## src/rtl/load_store_unit.sv

```systemverilog
// Load/store unit: one memory transaction at a time between the core and a
// req/ack memory port. Handles lane placement for stores, lane extraction and
// sign/zero extension for loads, alignment checks and an ack timeout.
module load_store_unit #(
    parameter int TIMEOUT_CYCLES = 16
) (
    input  logic        clk,
    input  logic        rst,
    input  logic        LSU_Start,
    input  logic        LSU_Write,
    input  logic [2:0]  Funct3,
    input  logic [31:0] ALU_Output,
    input  logic [31:0] READ_Data_2,
    output logic        MEM_Req,
    output logic [31:0] MEM_Addr,
    output logic        MEM_WE,
    output logic [3:0]  MEM_BE,
    output logic [31:0] MEM_WData,
    input  logic        MEM_Ack,
    input  logic [31:0] MEM_RData,
    output logic        LSU_Busy,
    output logic        LSU_Done,
    output logic [31:0] LOAD_Data,
    output logic        LSU_Error
);

    typedef enum logic [1:0] {IDLE, ACCESS, DONE} state_t;

    state_t      state_q;
    logic [7:0]  cnt_q;
    logic        write_q;
    logic [2:0]  f3_q;
    logic [1:0]  off_q;
    logic        req_q, we_q, done_q, err_q;
    logic [3:0]  be_q;
    logic [31:0] addr_q, wdata_q, load_q;

    logic        legal_d;
    logic [3:0]  be_d;
    logic [31:0] wdata_d;
    logic [31:0] lane_d;
    logic [31:0] load_d;

    // Decode the incoming request: legality, byte enables, lane-replicated store data
    always_comb begin
        legal_d = 1'b1;
        be_d    = 4'b1111;
        wdata_d = READ_Data_2;
        case (Funct3)
            3'b000, 3'b100: begin
                be_d    = 4'b0001 << ALU_Output[1:0];
                wdata_d = {4{READ_Data_2[7:0]}};
                legal_d = !(LSU_Write && Funct3[2]);
            end
            3'b001, 3'b101: begin
                be_d    = 4'b0011 << ALU_Output[1:0];
                wdata_d = {2{READ_Data_2[15:0]}};
                legal_d = !ALU_Output[0] && !(LSU_Write && Funct3[2]);
            end
            3'b010: begin
                be_d    = 4'b1111;
                legal_d = (ALU_Output[1:0] == 2'b00);
            end
            default: legal_d = 1'b0;
        endcase
    end

    // Pull the addressed lane down to bit 0 and extend it per access type
    always_comb begin
        lane_d = MEM_RData >> {off_q, 3'b000};
        case (f3_q)
            3'b000:  load_d = {{24{lane_d[7]}}, lane_d[7:0]};
            3'b100:  load_d = {24'h0, lane_d[7:0]};
            3'b001:  load_d = {{16{lane_d[15]}}, lane_d[15:0]};
            3'b101:  load_d = {16'h0, lane_d[15:0]};
            default: load_d = lane_d;
        endcase
    end

    // Transaction FSM with all memory-side and core-side outputs registered
    always_ff @(posedge clk or posedge rst) begin
        if (rst) begin
            state_q <= IDLE;
            cnt_q   <= 8'd0;
            write_q <= 1'b0;
            f3_q    <= 3'b000;
            off_q   <= 2'b00;
            req_q   <= 1'b0;
            we_q    <= 1'b0;
            done_q  <= 1'b0;
            err_q   <= 1'b0;
            be_q    <= 4'b0000;
            addr_q  <= 32'h0;
            wdata_q <= 32'h0;
            load_q  <= 32'h0;
        end else begin
            case (state_q)
                IDLE: begin
                    if (LSU_Start) begin
                        write_q <= LSU_Write;
                        f3_q    <= Funct3;
                        off_q   <= ALU_Output[1:0];
                        if (legal_d) begin
                            state_q <= ACCESS;
                            cnt_q   <= 8'd0;
                            req_q   <= 1'b1;
                            we_q    <= LSU_Write;
                            be_q    <= be_d;
                            addr_q  <= {ALU_Output[31:2], 2'b00};
                            wdata_q <= wdata_d;
                        end else begin
                            // Rejected requests never reach the memory port
                            state_q <= DONE;
                            done_q  <= 1'b1;
                            err_q   <= 1'b1;
                        end
                    end
                end
                ACCESS: begin
                    if (MEM_Ack) begin
                        state_q <= DONE;
                        req_q   <= 1'b0;
                        we_q    <= 1'b0;
                        done_q  <= 1'b1;
                        err_q   <= 1'b0;
                        if (!write_q) load_q <= load_d;
                    end else if (cnt_q == 8'(TIMEOUT_CYCLES - 1)) begin
                        // Last allowed wait cycle passed without an ack
                        state_q <= DONE;
                        req_q   <= 1'b0;
                        we_q    <= 1'b0;
                        done_q  <= 1'b1;
                        err_q   <= 1'b1;
                    end else begin
                        cnt_q <= cnt_q + 8'd1;
                    end
                end
                default: begin
                    state_q <= IDLE;
                    done_q  <= 1'b0;
                    err_q   <= 1'b0;
                end
            endcase
        end
    end

    assign MEM_Req   = req_q;
    assign MEM_Addr  = addr_q;
    assign MEM_WE    = we_q;
    assign MEM_BE    = be_q;
    assign MEM_WData = wdata_q;
    assign LSU_Busy  = (state_q != IDLE);
    assign LSU_Done  = done_q;
    assign LSU_Error = err_q;
    assign LOAD_Data = load_q;

endmodule

```

## config.mk

```make
export PLATFORM = sky130hd
export DESIGN_NAME = load_store_unit
export DESIGN_NICKNAME = d
export VERILOG_FILES = /design/src/rtl/load_store_unit.sv
export SDC_FILE = /design/constraint.sdc
export NUM_CORES = 1
export LEC_CHECK = 0
export ABC_AREA = 1
export BUFFER_PORTS_ARGS = -buffer_cell sky130_fd_sc_hd__buf_2
export CORE_MARGIN = 5
export CORE_UTILIZATION = 23
export DETAILED_ROUTE_END_ITERATION = 7
export GPL_TIMING_DRIVEN = 1
export SYNTH_ARGS = -nofsm -noshare
export SYNTH_HDL_FRONTEND = slang
export SYNTH_SLANG_ARGS = --single-unit
```

## constraint.sdc

```tcl
create_clock -name clk -period 5.15 [get_ports clk]
set_input_delay 1.2875 -clock clk [delete_from_list [all_inputs] [get_ports clk]]
set_output_delay 1.2875 -clock clk [all_outputs]
set_load 0.01 [all_outputs]
```

==> flow_summary_export.csv <==
group,metric,value,unit
status,status,"finished clean",
worst_setup_path,required,5420,ps
worst_setup_path,crit_top_cell,"nand2_1",
worst_setup_path,slowest_delay,690,ps
sta,drv_slew,0,
grt,grt_pass1_vias,5577,
cts,hold_buffers,0,
route,drt_wl_total,19260,µm
cts,clock_path_buffers,2,
sta,finalSetupViolations,0,
sta,hold_ws,466.8,ps
yosys,synth_area,5953,µm²
cts,numCtsBuffers,17,
route,drt_iter0_markers,386,
route,drt_first_pass_iters,5,
yosys,synth_compound_gate_area_share,0.1223,
grt,grt_max_degree,104,
cts,clk_latency,420,ps
placement,port_buffers,206,
yosys,yosysUniqueCellTypes,28,
sta,worst_slack,1536,ps
cells_and_area,final_common_cell,"nand2_1",
cells_and_area,final_cell_mix,"255 x nand2_1, 206 x buf_2, 118 x dfrtp_1, 71 x nand3_1, 56 x inv_1",
sta,fmax,0.2767,GHz
placement,dp_slack,1079,ps
run,max_cap_violations,0,
worst_setup_path,endpoint_kind,"register",
sta,skew,13.39,ps
worst_setup_path,worstSetupPathType,"in2reg",
yosys,synth_fa_ha_area_frac,0.002102,
sta,final_hold_viol_count,0,
die,row_count,58,
route,wl_per_cell,14.87,µm
cts,clock_sinks,118,
die,ios,209,
grt,gr-total-overflow,0,
route,drc,0,
yosys,syn_inst,767,
worst_setup_path,worst-path-max-fanout,103,
grt,grt_pass1_wl,30240,µm
sta,fin_setup_tns,0,ps
placement,hpwlAfterDp,14280,µm
yosys,synth_xor_area_frac,0.001471,
worst_setup_path,cp-start-kind,"input port",
worst_setup_path,arrival,3880,ps
sta,rsz0062_at_grt,"no",
worst_setup_path,path_cells,"buf_2, buf_4, inv_1, nand2_1, nand2_2, nand3_2, inv_2, nand2_4, nand2_1, o21ai_2",
die,core,25330,µm²
worst_setup_path,slowest_stage,"nand2_4",
pwr,ir_drop,0.2488,mV
yosys,muxShareOfSynthArea,0,
cells_and_area,syn_to_final_growth,30.64,%
cts,cts_resized,0,
yosys,syn_area_per_cell,7.762,µm²
pwr,p_per_area,586.4,nW/µm²
cts,cts_setup_buffers,0,
yosys,yosysWarnings,0,
cts,ctsHtreeMaxLevel,4,
cts,clk_pin_slew_worst_paths,60,ps
route,drtAntennaViolNets,0,
cells_and_area,fillerInstances,2757,
sta,period_needed,3614,ps
sta,min_period_over_period,0.7018,
grt,antenna_found_initial,3,
placement,place_congestion,0.8592,
pwr,leakage,4.204,nW
die,die-area,29200,µm²
die,initial_core_util,0.2351,
grt,grt_usage,0.1312,
sta,worst_pin_slew,1099,ps
route,viasPerCell,4.401,
cts,tritoncts,"built",
yosys,synth.yosys.seq_area_share,0.4960,
yosys,ys_ff_latch,118,
yosys,synth-simple-area-share,0.2892,
min_path,holdCritPathClass,"reg2reg",
sta,slew_headroom,0.2673,
cells_and_area,layout.nets,1056,
cts,ctsRootBufferMaster,"clkbuf_16",
die,die_x,170.9,µm
cells_and_area,drive_above_1_share,0.2780,
route,via_count,5699,
die,die_height,170.9,µm
yosys,synth_top_family_by_area,"simple AND/OR/NAND/NOR gates",
[registers in the layout (all words and copies together), names as in the netlist]
signal and cells:
LOAD_Data 32, LSU_Done 1, LSU_Error 1, MEM_Addr 30
MEM_BE 4, MEM_Req 1, MEM_WData 32, MEM_WE 1
cnt_q 8, f3_q 3, off_q 2, state_q 2
write_q 1
[per-stage QoR]
| stage | cell area, µm² | total power, mW | instances | util |
|---|---|---|---|---|
| after floorplan | 5957 | 2.628 | 768 | - |
| after global placement | 7146 | 3.311 | 1262 | 0.2821 |
| after detailed placement | 7146 | 3.333 | 1262 | 0.2821 |
| after CTS | 7775 | 4.635 | 1294 | 0.3070 |
| after global routing | 7775 | 4.915 | 1294 | 0.3070 |
| final | 7777 | 4.561 | 1295 | 0.3071 |
[final timing paths]
check,start,cells past startpoint,to,slack [ps]
max in group asynchronous,rst,3,LOAD_Data[4]$_DFFE_PP0P_,3180
worst min-delay path,MEM_Addr[20]$_DFFE_PP0P_,2,MEM_Addr[20]$_DFFE_PP0P_,470
worst max-delay path,Funct3[1],10,MEM_WData[9]$_DFFE_PP0P_,1540
worst max register to register,off_q[0]$_DFFE_PP0P_,7,LOAD_Data[17]$_DFFE_PP0P_,2460
min in group asynchronous,rst,2,MEM_Addr[29]$_DFFE_PP0P_,1010
worst min register to register,MEM_Addr[20]$_DFFE_PP0P_,2,MEM_Addr[20]$_DFFE_PP0P_,470
[power breakdown]
part           switching (mW)  internal (mW)  total, mW
combinational            1.02          0.629       1.65
clock                   0.477          0.789       1.27
sequential              0.298           1.35       1.65
[metal layers]
| metal | vias up | GRT usage | wire length, µm | part of all wire |
|---|---|---|---|---|
| met2 | 234 | 0.2062 | 8552 | 0.44 |
| li1 | 2820 | - | - | - |
| met4 | 4 | 0.03445 | 271 | 0.014 |
| met1 | 2616 | 0.1684 | 8341 | 0.43 |
| met5 | - | 0 | 19 | 0.00099 |
| met3 | 25 | 0.05360 | 2071 | 0.11 |
[Yosys cell counts]
library cell,instances,area (µm²)
nand2_1,255,957.2
dfrtp_1,118,2953
nand3_1,71,355.3
inv_1,57,214.0
nor2_1,45,168.9
a21oi_1,44,220.2
o21ai_0,36,180.2
or2_0,23,143.9
o21ai_1,21,105.1
buf_2,18,90.09
o211ai_1,15,112.6
clkbuf_1,12,45.04
buf_6,10,112.6
o21ai_2,10,87.58
inv_2,7,26.28
buf_4,5,37.54
nand2_2,4,25.02
nor2_2,3,18.77
nor3_1,2,10.01
nor3b_1,2,15.01
o21bai_1,2,15.01
a211oi_1,1,7.510
conb_1,1,3.750
ha_1,1,12.51
nand3_2,1,10.01
nand4_1,1,6.260
nor2_4,1,11.26
xor2_1,1,8.760
[cell type report]
type                       instances  area (µm²)  share of cell area
sequential                       118        2953              0.3797
timing repair buffer             209        1054              0.1355
antenna                            1       2.502           0.0003218
clock inverter                    14       190.2             0.02445
tap                              330       412.9             0.05309
inverter                          64       242.7             0.03121
clock buffer                      18       439.2             0.05647
multi-input combinational        541        2484              0.3193
[cell families after synthesis]
group / after synthesis
other cells: 1
buf+inv: 109
compound gates: 129
simple gates: 408
flops: 118
fa+ha+maj: 1
xor+xnor: 1
[critical path: cells and delay by family]
kind	cells	cell delay [ps]
simple gates	5	1310
buf+inv	4	1110
compound gates	1	80
No activity file was read; power rests on OpenSTA's default activity.
